<file path="src/rtl/inv_sbox_serial.sv">
// Serial AES InvSubBytes over a 128-bit state, LANES bytes per step, using GF((2^4)^2) inversion.
// Define INV_SBOX_PIPE_EN to register between the GF(2^4) inversion and the output multiply.
module inv_sbox_serial #(
  parameter int unsigned LANES = 4
) (
  input  logic         clk,
  input  logic         rst,
  input  logic         in_valid,
  output logic         in_ready,
  input  logic [127:0] in_data,
  output logic         out_valid,
  input  logic         out_ready,
  output logic [127:0] out_data,
  output logic         busy
);

  localparam int unsigned   STEPS     = 16 / LANES;
  localparam int unsigned   CW        = (STEPS > 1) ? $clog2(STEPS) : 1;
  localparam logic [CW-1:0] LAST_STEP = CW'(STEPS - 1);

  localparam logic [1:0] S_IDLE  = 2'd0;
  localparam logic [1:0] S_RUN   = 2'd1;
`ifdef INV_SBOX_PIPE_EN
  localparam logic [1:0] S_FLUSH = 2'd2;
`endif
  localparam logic [1:0] S_DONE  = 2'd3;

  // GF(4) = GF(2)[w]/(w^2 + w + 1)
  function automatic logic [1:0] gf4_mul(input logic [1:0] a, input logic [1:0] b);
    return {(a[1] & b[1]) ^ (a[1] & b[0]) ^ (a[0] & b[1]), (a[1] & b[1]) ^ (a[0] & b[0])};
  endfunction

  // GF(16) = GF(4)[y]/(y^2 + y + phi), phi = {10}
  function automatic logic [3:0] gf16_mul(input logic [3:0] a, input logic [3:0] b);
    logic [1:0] hh, hl, lh, ll;
    hh = gf4_mul(a[3:2], b[3:2]);
    hl = gf4_mul(a[3:2], b[1:0]);
    lh = gf4_mul(a[1:0], b[3:2]);
    ll = gf4_mul(a[1:0], b[1:0]);
    return {hh ^ hl ^ lh, gf4_mul(hh, 2'b10) ^ ll};
  endfunction

  function automatic logic [3:0] gf16_sq_lambda(input logic [3:0] x);
    return {x[2] ^ x[1] ^ x[0], x[3] ^ x[0], x[3], x[3] ^ x[2]};
  endfunction

  // x^14 = x^-1, with 0 mapping to 0
  function automatic logic [3:0] gf16_inv(input logic [3:0] x);
    logic [3:0] x2, x4, x8;
    x2 = gf16_mul(x, x);
    x4 = gf16_mul(x2, x2);
    x8 = gf16_mul(x4, x4);
    return gf16_mul(gf16_mul(x8, x4), x2);
  endfunction

  function automatic logic [7:0] iso_map(input logic [7:0] q);
    return {q[7] ^ q[5],
            q[7] ^ q[6] ^ q[4] ^ q[3] ^ q[2] ^ q[1],
            q[7] ^ q[5] ^ q[3] ^ q[2],
            q[7] ^ q[5] ^ q[3] ^ q[2] ^ q[1],
            q[7] ^ q[6] ^ q[2] ^ q[1],
            q[7] ^ q[4] ^ q[3] ^ q[2] ^ q[1],
            q[6] ^ q[4] ^ q[1],
            q[6] ^ q[1] ^ q[0]};
  endfunction

  function automatic logic [7:0] iso_inv(input logic [7:0] q);
    return {q[7] ^ q[6] ^ q[5] ^ q[1],
            q[6] ^ q[2],
            q[6] ^ q[5] ^ q[1],
            q[6] ^ q[5] ^ q[4] ^ q[2] ^ q[1],
            q[5] ^ q[4] ^ q[3] ^ q[2] ^ q[1],
            q[7] ^ q[4] ^ q[3] ^ q[2] ^ q[1],
            q[5] ^ q[4],
            q[6] ^ q[5] ^ q[4] ^ q[2] ^ q[0]};
  endfunction

  function automatic logic [7:0] inv_affine(input logic [7:0] b);
    return {b[6:0], b[7]} ^ {b[4:0], b[7:5]} ^ {b[1:0], b[7:2]} ^ 8'h05;
  endfunction

  // Front half: returns {ah, al, d^-1}
  function automatic logic [11:0] front(input logic [7:0] b);
    logic [7:0] a;
    logic [3:0] d;
    a = iso_map(inv_affine(b));
    d = gf16_sq_lambda(a[7:4]) ^ gf16_mul(a[7:4] ^ a[3:0], a[3:0]);
    return {a[7:4], a[3:0], gf16_inv(d)};
  endfunction

  function automatic logic [7:0] back(input logic [11:0] f);
    return iso_inv({gf16_mul(f[11:8], f[3:0]), gf16_mul(f[11:8] ^ f[7:4], f[3:0])});
  endfunction

  function automatic logic [3:0] byte_idx(input logic [CW-1:0] s, input int j);
    return 4'(int'(s) * int'(LANES) + j);
  endfunction

  logic [1:0]    state_q, state_d;
  logic [CW-1:0] step_q, step_d;
  logic [127:0]  work_q, work_d;
  logic          in_ready_q, out_valid_q, busy_q;
  logic [11:0]   front_c [LANES];

`ifdef INV_SBOX_PIPE_EN
  logic          pv_q, pv_d;
  logic [CW-1:0] pstep_q, pstep_d;
  logic [11:0]   pf_q [LANES];
  logic [11:0]   pf_d [LANES];
`endif

  always_comb begin
    for (int j = 0; j < int'(LANES); j++) begin
      front_c[j] = front(work_q[{byte_idx(step_q, j), 3'b000} +: 8]);
    end
  end

  // Next-state and in-place write-back of the current step
  always_comb begin
    state_d = state_q;
    step_d  = step_q;
    work_d  = work_q;
`ifdef INV_SBOX_PIPE_EN
    pv_d    = 1'b0;
    pstep_d = pstep_q;
    pf_d    = pf_q;
    if (pv_q) begin
      for (int j = 0; j < int'(LANES); j++) begin
        work_d[{byte_idx(pstep_q, j), 3'b000} +: 8] = back(pf_q[j]);
      end
    end
`endif
    case (state_q)
      S_IDLE: begin
        if (in_valid && in_ready_q) begin
          work_d  = in_data;
          step_d  = '0;
          state_d = S_RUN;
        end
      end
      S_RUN: begin
`ifdef INV_SBOX_PIPE_EN
        pv_d    = 1'b1;
        pstep_d = step_q;
        pf_d    = front_c;
`else
        for (int j = 0; j < int'(LANES); j++) begin
          work_d[{byte_idx(step_q, j), 3'b000} +: 8] = back(front_c[j]);
        end
`endif
        if (step_q == LAST_STEP) begin
`ifdef INV_SBOX_PIPE_EN
          state_d = S_FLUSH;
`else
          state_d = S_DONE;
`endif
        end else begin
          step_d = step_q + CW'(1);
        end
      end
`ifdef INV_SBOX_PIPE_EN
      S_FLUSH: state_d = S_DONE;
`endif
      S_DONE: begin
        if (out_ready) state_d = S_IDLE;
      end
      default: state_d = S_IDLE;
    endcase
  end

  always_ff @(posedge clk) begin
    if (rst) begin
      state_q     <= S_IDLE;
      step_q      <= '0;
      work_q      <= '0;
      in_ready_q  <= 1'b0;
      out_valid_q <= 1'b0;
      busy_q      <= 1'b0;
`ifdef INV_SBOX_PIPE_EN
      pv_q        <= 1'b0;
      pstep_q     <= '0;
      for (int j = 0; j < int'(LANES); j++) pf_q[j] <= '0;
`endif
    end else begin
      state_q     <= state_d;
      step_q      <= step_d;
      work_q      <= work_d;
      in_ready_q  <= (state_d == S_IDLE);
      out_valid_q <= (state_d == S_DONE);
      busy_q      <= (state_d != S_IDLE);
`ifdef INV_SBOX_PIPE_EN
      pv_q        <= pv_d;
      pstep_q     <= pstep_d;
      pf_q        <= pf_d;
`endif
    end
  end

  assign in_ready  = in_ready_q;
  assign out_valid = out_valid_q;
  assign out_data  = work_q;
  assign busy      = busy_q;

endmodule

</file>
<file path="config.mk">
export PLATFORM = sky130hd
export DESIGN_NAME = inv_sbox_serial
export DESIGN_NICKNAME = d
export VERILOG_FILES = /design/src/rtl/inv_sbox_serial.sv
export SDC_FILE = /design/constraint.sdc
export NUM_CORES = 1
export LEC_CHECK = 0
export ABC_AREA = 1
export CORE_UTILIZATION = 30
export DETAILED_ROUTE_END_ITERATION = 8
export PLACE_DENSITY = 0.6
export SYNTH_ARGS = -nofsm -noshare
export SYNTH_HDL_FRONTEND = slang
export SYNTH_SLANG_ARGS = --single-unit
</file>
<file path="constraint.sdc">
create_clock -name clk -period 19.1 [get_ports clk]
set_input_delay 3.82 -clock clk [delete_from_list [all_inputs] [get_ports clk]]
set_output_delay 3.82 -clock clk [all_outputs]
set_load 0.05 [all_outputs]
</file>
== Word level (Yosys, flattened, before mapping) ==
Index checks and enable logic that the tools add are counted.
Word-level totals
  flip-flop bits (word level): 135
  input bits: 132
  output and inout port bits: 131
  logic and storage cells: 1128
Cells by class
  add/subtract/negate cells: 8
  eq/ne operators: 6
  shift operators: 12
  mux-type cells: 13
  bitwise gates (word level): 1076
  reductions and logical operators: 7
Operators by type and width (count)
  bitwise XOR 1 bit: 568
  bitwise mux 128 bit: 4
  variable shift 8 x 9 -> 128 bit (first input constant): 4
  variable part select 128 x 8 -> 8 bit: 4
  variable part select 8 x 9 -> 128 bit: 4
  bitwise AND 1 bit: 392
  case mux 128 bit (2 select lines): 1
  bitwise XOR 2 bit: 96
  two-way mux 128 bit: 1
  bitwise XOR 8 bit: 8
  negation 7 -> 9 bit: 4
  bitwise XOR 4 bit: 8
  two-way mux 2 bit: 5
  adder 4 x 2 -> 4 bit (second input constant): 2
  inverter 2 bit: 4
  == test 2 bit (second input constant): 3
  case mux 2 bit (3 select lines): 1
  adder 4 x 1 -> 4 bit (second input constant): 1
  zero test 2 bit: 2
  != test 2 bit (second input constant): 2
  case mux 2 bit (2 select lines): 1
  nonzero test 2 bit: 2
  AND reduction 3 bit: 1
  adder 2 x 1 -> 2 bit (second input constant): 1
  other kinds (3): 3

== Logic depth before layout (Yosys ltp) ==
Gate-level depths: netlist of the first run.
  depth in word-level cells: 55
  mapped depth: 69
  depth with buffers taken out: 65

== Worst setup path after synthesis of the first run ==
No wires, ideal clock.
  kind: reg-to-reg
  start: register work_q[55] (netlist: out_data[55])
  end: register work_q[16] (netlist: out_data[16])
  setup time: 0.070 ns
  data arrival time: 6.994 ns
  data required time: 19.030 ns
  path slack: 12.036 ns
  cell stages (with the launch flop): 49
  buffers on the path: 1
  period minus slack after synthesis: 7.064 ns
  cells stage by stage: dfxtp_1 nand2_1 nand3_1 nand2_2 xnor2_2 xor2_1 xnor2_1 xnor2_1 xor2_1 inv_1 ha_1 nand2_1 o21ai_0 o21ai_1 nand3_1 nand2_1 inv_1 nand3_1 [... 13 more ...] nand3_4 nand2_1 nand2_1 nand2_1 nand2_1 nand2_2 nand2_1 buf_4 or2_1 xor2_1 nand3_1 nand2_2 inv_2 nand3_1 nand3_1 nand2_2 nand3_1 a21oi_1
Between the ends
  cells in the longest elaborated chain, start to end: 52
  elaborated cells on any way between the ends: 793
  those cells by class: shift: 6; mux: 4; bitwise: 783
RTL lines
  from (decl): line 101  | logic [127:0] work_q, work_d;
  from (signal assigned): line 187  | work_q <= work_d;
  variable part select 128 x 8 -> 8 bit: line 114  | front_c[j] = front(work_q[{byte_idx(step_q, j), 3'b000} +: 8]);
  bitwise XOR 8 bit (2 in series): line 79  | return {b[6:0], b[7]} ^ {b[4:0], b[7:5]} ^ {b[1:0], b[7:2]} ^ 8'h05;
  inverter 2 bit (no source line)
  bitwise XOR 1 bit (2 in series): line 61  | q[7] ^ q[6] ^ q[2] ^ q[1],
  bitwise XOR 4 bit: line 87, 92
  bitwise AND 1 bit: line 30  | return {(a[1] & b[1]) ^ (a[1] & b[0]) ^ (a[0] & b[1]), (a[1] & b[1]) ^ (a[0] & b[0])};
  bitwise XOR 1 bit (2 in series): line 30
  bitwise XOR 2 bit / bitwise XOR 1 bit (equally long branches): line 40, 30
  [... 28 more ...]
  bitwise XOR 1 bit (2 in series): line 30
  bitwise XOR 1 bit / bitwise XOR 2 bit (equally long branches): line 30, 40
  bitwise XOR 2 bit: line 40  | return {hh ^ hl ^ lh, gf4_mul(hh, 2'b10) ^ ll};
  bitwise XOR 1 bit (on tied branches) (4 in series)
  variable part select 8 x 9 -> 128 bit: line 148  | work_d[{byte_idx(step_q, j), 3'b000} +: 8] = back(front_c[j]);
  bitwise mux 128 bit (2 in series): line 148
  bitwise mux 128 bit *: line 148
  case mux 128 bit (2 select lines) *: line 133  | case (state_q)
Every way passes the cells marked *; elsewhere a longest branch is shown, timed or not.
A chain may end at the register's enable or synchronous reset.

== Final worst setup path of the first run ==
  start: register step_q[1]
  end: register work_q[20] (netlist: out_data[20])
Between the ends
  cells in the longest elaborated chain, start to end: 54
  elaborated cells on any way between the ends: 1100
  those cells by class: add/sub: 7; shift: 12; mux: 5; bitwise: 1076
RTL lines
  from (decl): line 100  | logic [CW-1:0] step_q, step_d;
  from (signal assigned): line 186  | step_q <= step_d;
  adder 4 x 1 -> 4 bit / variable part select 128 x 8 -> 8 bit (equally long branches): line 96, 114
  variable part select 128 x 8 -> 8 bit / bitwise XOR 8 bit (equally long branches): line 114, 79
  bitwise XOR 8 bit: line 79
  bitwise XOR 8 bit / bitwise XOR 1 bit (equally long branches): line 79, 58, 61
  bitwise XOR 1 bit (on tied branches): line 58, 61
  bitwise XOR 1 bit (3 in series): line 58  | q[7] ^ q[6] ^ q[4] ^ q[3] ^ q[2] ^ q[1],
  bitwise XOR 1 bit / bitwise XOR 4 bit (equally long branches): line 58, 87, 92
  bitwise XOR 4 bit / bitwise AND 1 bit (equally long branches): line 87, 92, 30
  [... 32 more ...]
  bitwise XOR 1 bit / bitwise XOR 2 bit (equally long branches) (2 in series): line 30, 40
  bitwise XOR 2 bit (tied with other cells): line 40
  bitwise XOR 1 bit (on tied branches) (3 in series)
  bitwise XOR 1 bit (tied with other cells): line 75  | q[6] ^ q[5] ^ q[4] ^ q[2] ^ q[0]};
  variable part select 8 x 9 -> 128 bit / bitwise mux 128 bit (equally long branches): line 148
  bitwise mux 128 bit (2 in series): line 148
  bitwise mux 128 bit *: line 148
  case mux 128 bit (2 select lines) *: line 133
Marked as above.

==> metrics.md, run 1 <==
| Metric | Value |
|---|---|
| Met2 global-route usage | `0.361` |
| CTS Hold Buffers Added | `0` |
| Maximum clock rate | `105 MHz` |
| Initial Util | `0.306` |
| Clock Path Buffers | `2` |
| CTS H-tree depth | `4` |
| Final setup viols | `0` |
| Critical Path Sink Type | `flop` |
| IO buf count | `262` |
| Area of the multi-input gates | `0.0138 mm^2` |
| Top cell type by total area after synthesis | `nand2_1` |
| Gr usage total | `0.225` |
| Met3 global-route usage | `0.0432` |
| Clk pin slew, worst setup/hold paths | `70 ps` |
| Total gr overflow | `0` |
| CP max-delay cell | `xor2_1` |
| Max Clock Skew | `23.1 ps` |
| Antenna violations before repair | `5` |
| Post-DP HPWL | `54600 um` |
| Final Hold Viols | `0` |
| Antenna Nets Post-Route | `0` |
| Crit path time final | `9520 ps` |
| Per-cell routed wire length | `16.7 um` |
| Ys Warns | `0` |
| Met1 usage | `0.307` |
| Die Wd | `248 um` |
| Post-synth EDFFs | `0` |
| Worst Hold Class | `flop to flop` |
| First-pass GRT wire length | `111000 um` |
| Number of global-route vias before repair | `19500` |
| Cts bufs inserted | `17` |
| Post-Synthesis Net Count | `3474` |
| Yosys reg bits | `135` |
| Fin crit share | `0.498` |
| Crit Path Class | `flop to flop` |
| Most common cell after layout, fill and taps aside | `nand2_1` |
| Total routed wirelength | `71500 um` |
| Core Box Area | `0.0595 mm^2` |
| DRC violations left | `0` |
| Die Height | `248 um` |
| Crit path max-delay family | `simple AND/OR/NAND/NOR gates` |
| Layout Area Growth over Synthesis | `20.2%` |
| Number of max-cap violations | `0` |
| Largest stage delay, worst path | `700 ps` |
| Setup repair after global routing missed its margin | `no` |
| GPL Wtd Cong | `0.933` |
| Cells after synthesis | `3310` |
| Required time of the worst setup path | `19530 ps` |
| CP startpoint kind | `flop` |
| Clk sink count | `135` |
| Largest net degree at the start of global routing | `109` |
| Relative slew slack | `0.226` |
| Final TNS setup | `0 ps` |
| Crit path arrival time | `9950 ps` |
| FF/Latch Area | `0.00271 mm^2` |
| CTS root buf | `clkbuf_16` |
| Async set-reset flop share out of synthesis | `0` |
| Max FO, Critical Path | `52` |
| Post-CTS setup buffers | `0` |
| Seq/Total Area, Yosys | `0.148` |
| Via count | `21900` |
| WP buf/inv | `9` |
| Slew at the pin closest to its max-slew limit | `1150 ps` |
| TritonCTS clock tree | `built` |
| Outcome | `finished, final reports clean` |
| Most common cell type on the critical path | `nand2_1` |
| Drt first pass iters | `6` |
| Post-synthesis cell type count | `49` |
| Most frequent cells in the layout | `nand2_1 (1268), nand3_1 (493), clkdlybuf4s50_1 (262)` |
| Main flop type after synthesis | `dfxtp_1` |
| Grt peak-use layer | `met2` |
| Synth top area cells | `nand2_1 (26%), dfxtp_1 (15%), nand3_1 (14%)` |
| Synthesized area per cell | `5.50 um^2` |
| I/O Pins | `263` |
| FP Rows | `89` |
| Mapped cell area | `0.0182 mm^2` |
| Reg2Reg Setup Slack | `9580 ps` |
| Die ar. | `0.0617 mm^2` |
| DR iter-0 viols | `1887` |
| Vias/cell | `5.13` |
| Clk_lat worst skew | `510 ps` |
| Post-CTS Resized | `0` |
| Pins Over Slew Limit | `0` |
| Top-area cell type share of the netlist area | `0.262` |
| Fillers | `6593` |
| Proportion of layout cells with a drive suffix above 1 | `0.0962` |
| NumNets Final | `3653` |
[per-layer routing]
layer | share of wire | vias to the layer above
li1 | - | 11200
met1 | 0.47 | 9982
met2 | 0.45 | 689
met3 | 0.064 | 77
met4 | 0.018 | 6
met5 | 0.00048 | -
[synthesized netlist by cell type, types with 16 or more instances]
| library cell | n |
|---|---|
| nor2_1 | 113 |
| o21ai_0 | 147 |
| nand3b_1 | 16 |
| buf_2 | 24 |
| nand2_2 | 125 |
| nand2_1 | 1272 |
| inv_2 | 55 |
| o21ai_1 | 26 |
| clkbuf_1 | 57 |
| a21oi_1 | 256 |
| dfxtp_1 | 135 |
| nand3_1 | 493 |
| xnor2_1 | 43 |
| xor2_1 | 49 |
| nand3_2 | 42 |
| ha_1 | 32 |
| nand4_1 | 70 |
| nand2_4 | 17 |
| inv_1 | 234 |
[cell families (layout without fill, tap and decap cells)]
family | count (synthesis) | after routing | synth area share
DFF | 135 | 135 | 0.148
adders and majority gates | 32 | 32 | 0.0220
and+or+nand+nor | 2167 | 2167 | 0.537
xor gates and xnor gates | 113 | 113 | 0.0665
buffers and inverters | 408 | 600 | 0.0959
other | 0 | 1 | 0
AOI/OAI and AO/OA | 455 | 455 | 0.130
[worst paths after layout]
check / startpoint / to / cells past startpoint
min: state_q[0] / state_q[1] / 2
min reg2reg: state_q[0] / state_q[1] / 2
max reg2reg: step_q[1] / out_data[20] / 54
max: step_q[1] / out_data[20] / 54
[worst register-to-register path: cells and delay by family (launching register included)]
kind	cells	cell delay (ps)
compound gates	3	400
xor+xnor	5	2040
fa+ha+maj	3	1140
buf+inv	9	1860
flops	1	310
simple gates	34	3700
[registers in the layout (all words and copies together) (netlist names)]
register   count
step_q         2
state_q        2
out_valid      1
out_data     128
busy           1
in_ready       1
[layout make-up]
type,instances,share of cell area
flip-flops and latches,135,0.124
clock buffers,19,0.0202
inverters,294,0.0510
diodes,1,0.000114
clock inverters,13,0.00617
multi-input cells,2767,0.631
well taps,773,0.0442
repair buffers,274,0.124
[metrics by stage]
step | instance area [um^2] | hold slack (ps) | util | std cells | worst slack [ps]
after floorplan | 18200 | 498 | - | 3310 | 12040
after global routing | 21900 | 595 | 0.368 | 4276 | 8480
after global placement | 21300 | 518 | 0.358 | 4243 | 9710
after detailed placement | 21300 | 524 | 0.358 | 4243 | 9710
after CTS | 21900 | 535 | 0.368 | 4275 | 9640
final | 21900 | 534 | 0.368 | 4276 | 9580
Power of run 1 is left out: the tool's default activity adds up to more than one toggle a clock period on the data nets, which glitch-free logic cannot reach.
==> inputs of run 2 (changes only) <==
Clock period 19.1 ns to 8.9 ns, I/O delays scaled along.
==> run 2 against run 1 <==
Effect of this change: core utilization is 0.40 points higher; global-route usage is 0.36 points higher; register-to-register slack worse by 8800 ps; clock-buffer cell count is 2 lower; clock skew is 7.9 ps lower; design area is 1.1% higher; sequential share of layout area is 0.13 points lower; critical endpoint is now out_data[12].
==> metrics.md, run 2 (same netlist as run 1, synthesis figures left out) <==
| Metric | Value |
|---|---|
| Outcome | `finished, final reports clean` |
| CTS Hold Buffers Added | `0 (unchanged)` |
| Met2 global-route usage | `0.366 (+0.00409)` |
| Clk pin slew, worst setup/hold paths | `70 ps (about the same)` |
| Die Wd | `248 um (unchanged)` |
| Cts bufs inserted | `17 (unchanged)` |
| Final Hold Viols | `0 (unchanged)` |
| Post-DP HPWL | `55600 um (+1.8%)` |
| Maximum clock rate | `123 MHz (+17%)` |
| DP Area | `0.0214 mm^2 (+0.60%)` |
| Worst r2r src | `step_q[0]` |
| Gr usage total | `0.229 (+0.00363)` |
| Vias/cell | `5.20 (+1.3%)` |
| Pins Over Slew Limit | `0 (unchanged)` |
| Final setup viols | `0 (unchanged)` |
| Fin crit share | `0.911 (+0.412)` |
| Drt first pass iters | `5 (-1)` |
| CP startpoint kind | `flop` |
| Max FFs per register | `128 (unchanged)` |
| Most frequent cells in the layout | `nand2_1 (1266), nand3_1 (493), clkdlybuf4s50_1 (262)` |
| GPL Wtd Cong | `0.947 (+1.5%)` |
| Die Height | `248 um (unchanged)` |
| DR iter-0 viols | `1707 (-9.5%)` |
| Pre-CTS setup slack | `322 ps (-9390 ps)` |
| Die ar. | `0.0617 mm^2 (unchanged)` |
| Antenna Nets Post-Route | `0 (unchanged)` |
| Fin worst setup slack | `793 ps (-8790 ps)` |
| Number of max-cap violations | `0 (unchanged)` |
| Slew at the pin closest to its max-slew limit | `1160 ps (+12.5 ps)` |
| Grt peak-use layer | `met2` |
| Reg2Reg Setup Slack | `790 ps (-8790 ps)` |
| Total gr overflow | `0 (unchanged)` |
| Required time of the worst setup path | `9320 ps (-10210 ps)` |
| Crit Path Class | `flop to flop` |
| Largest net degree at the start of global routing | `79 (-28%)` |
| IO buf count | `262 (unchanged)` |
| CTS root buf | `clkbuf_16` |
| Met3 global-route usage | `0.0416 (-0.00167)` |
| Most common cell after layout, fill and taps aside | `nand2_1` |
| Max Clock Skew | `15.2 ps (-7.90 ps)` |
| Max FO, Critical Path | `77 (+48%)` |
| Most common cell type on the critical path | `nand2_1` |
| CP max-delay cell | `ha_2` |
| Initial Util | `0.306 (unchanged)` |
| Met1 usage | `0.309 (+0.00120)` |
| Critical Path Sink Type | `flop` |
| Proportion of layout cells with a drive suffix above 1 | `0.104 (+0.00826)` |
| Number of global-route vias before repair | `20100 (+3.0%)` |
| Worst Hold Class | `flop to flop` |
| Crit path arrival time | `8520 ps (-1430 ps)` |
| Largest stage delay, worst path | `440 ps (-260 ps)` |
| CP Launch Point | `step_q[0]` |
| TritonCTS clock tree | `built` |
| NumNets Final | `3673 (+0.55%)` |
| Clk_lat worst skew | `490 ps (-20 ps)` |
| Total routed wirelength | `72800 um (+1.8%)` |
| Setup repair after global routing missed its margin | `yes` |
| Clock Path Buffers | `2 (unchanged)` |
| FP Rows | `89 (unchanged)` |
| Fin area | `0.0221 mm^2 (+1.1%)` |
| Worst r2r dst | `out_data[12]` |
| Layout Area Growth over Synthesis | `21.5%` |
| Core Box Area | `0.0595 mm^2 (unchanged)` |
| Antenna violations before repair | `5 (unchanged)` |
| Reg2Reg Depth | `53 (-1.9%)` |
| Critical Path Sink | `out_data[12]` |
| DRC violations left | `0 (unchanged)` |
| Via count | `22300 (+1.8%)` |
| Clk sink count | `135 (unchanged)` |
| Final TNS setup | `0 ps (unchanged)` |
| CTS H-tree depth | `4 (unchanged)` |
| I/O Pins | `263 (unchanged)` |
| First-pass GRT wire length | `113000 um (+1.8%)` |
| Per-cell routed wire length | `17.0 um (+1.3%)` |
| Relative slew slack | `0.217 (-0.00840)` |
| Crit path time final | `8110 ps (-1410 ps)` |
| Fillers | `6599 (+0.091%)` |
-- run 2: cell types whose count changed in the layout (fill, tap and decap cells not counted), moves of 2 or more --
cell | previous run | this run
buf_4 | 12 | 29
inv_1 | 230 | 227
clkinvlp_4 | 1 | 7
nand2_1 | 1268 | 1266
ha_1 | 32 | 29
inv_8 | 3 | 0
ha_2 | 0 | 3
-- run 2: final cells by class --
| class | count | area (um^2) | share of cell area |
|---|---|---|---|
| multi-input cells | 2767 | 13800 | 0.626 |
| repair buffers | 294 | 2900 | 0.131 |
| flip-flops and latches | 135 | 2710 | 0.122 |
| inverters | 294 | 1140 | 0.0513 |
| well taps | 773 | 967 | 0.0437 |
| clock buffers | 17 | 425 | 0.0192 |
| clock inverters | 15 | 143 | 0.00644 |
| diodes | 1 | 2.50 | 0.000113 |
-- run 2: stage by stage --
stage | utilization | hold slack [ps] | instances
after floorplan | - | 498 | 3310
after global placement | 0.361 | 509 | 4256
after detailed placement | 0.361 | 505 | 4256
after CTS | 0.370 | 518 | 4288
after global routing | 0.372 | 550 | 4296
final | 0.372 | 515 | 4296
-- run 2: how the worst min path moves through the flow --
| stage | start | endpoint | slack [ps] | depth (start not counted) |
|---|---|---|---|---|
| 2_1_floorplan | state_q[1] | out_valid | 500 | 2 |
| 3_3_place_gp | out_data[89] | out_data[89] | 510 | 2 |
| 3_5_place_dp | out_data[89] | out_data[89] | 510 | 2 |
| 4_1_cts | out_data[89] | out_data[89] | 520 | 2 |
| 5_1_grt | out_data[89] | out_data[89] | 550 | 2 |
| 6_report | out_data[89] | out_data[89] | 510 | 2 |
-- run 2: critical path, delay by kind of cell, from the launching register on --
kind	cells	cell delay [ps]
simple gates	36	3540
buf+inv	8	1340
fa+ha+maj	3	1120
xor+xnor	3	910
compound gates	3	620
flops	1	410
-- run 2: repair_timing --
item                                    4_1_cts  5_1_grt
gates resized for setup                       0       16
setup buffers                                 0        7
endpoints found under the setup margin        0      124
-- run 2: per-layer routing --
layer | up-vias | wire, um | part of all wire
met1 | 10300 | 33500 | 0.46
li1 | 11200 | - | -
met2 | 719 | 32300 | 0.44
met4 | 8 | 1790 | 0.025
met3 | 106 | 5170 | 0.071
met5 | - | 43 | 0.00059
Power of run 2 is left out for the same reason.
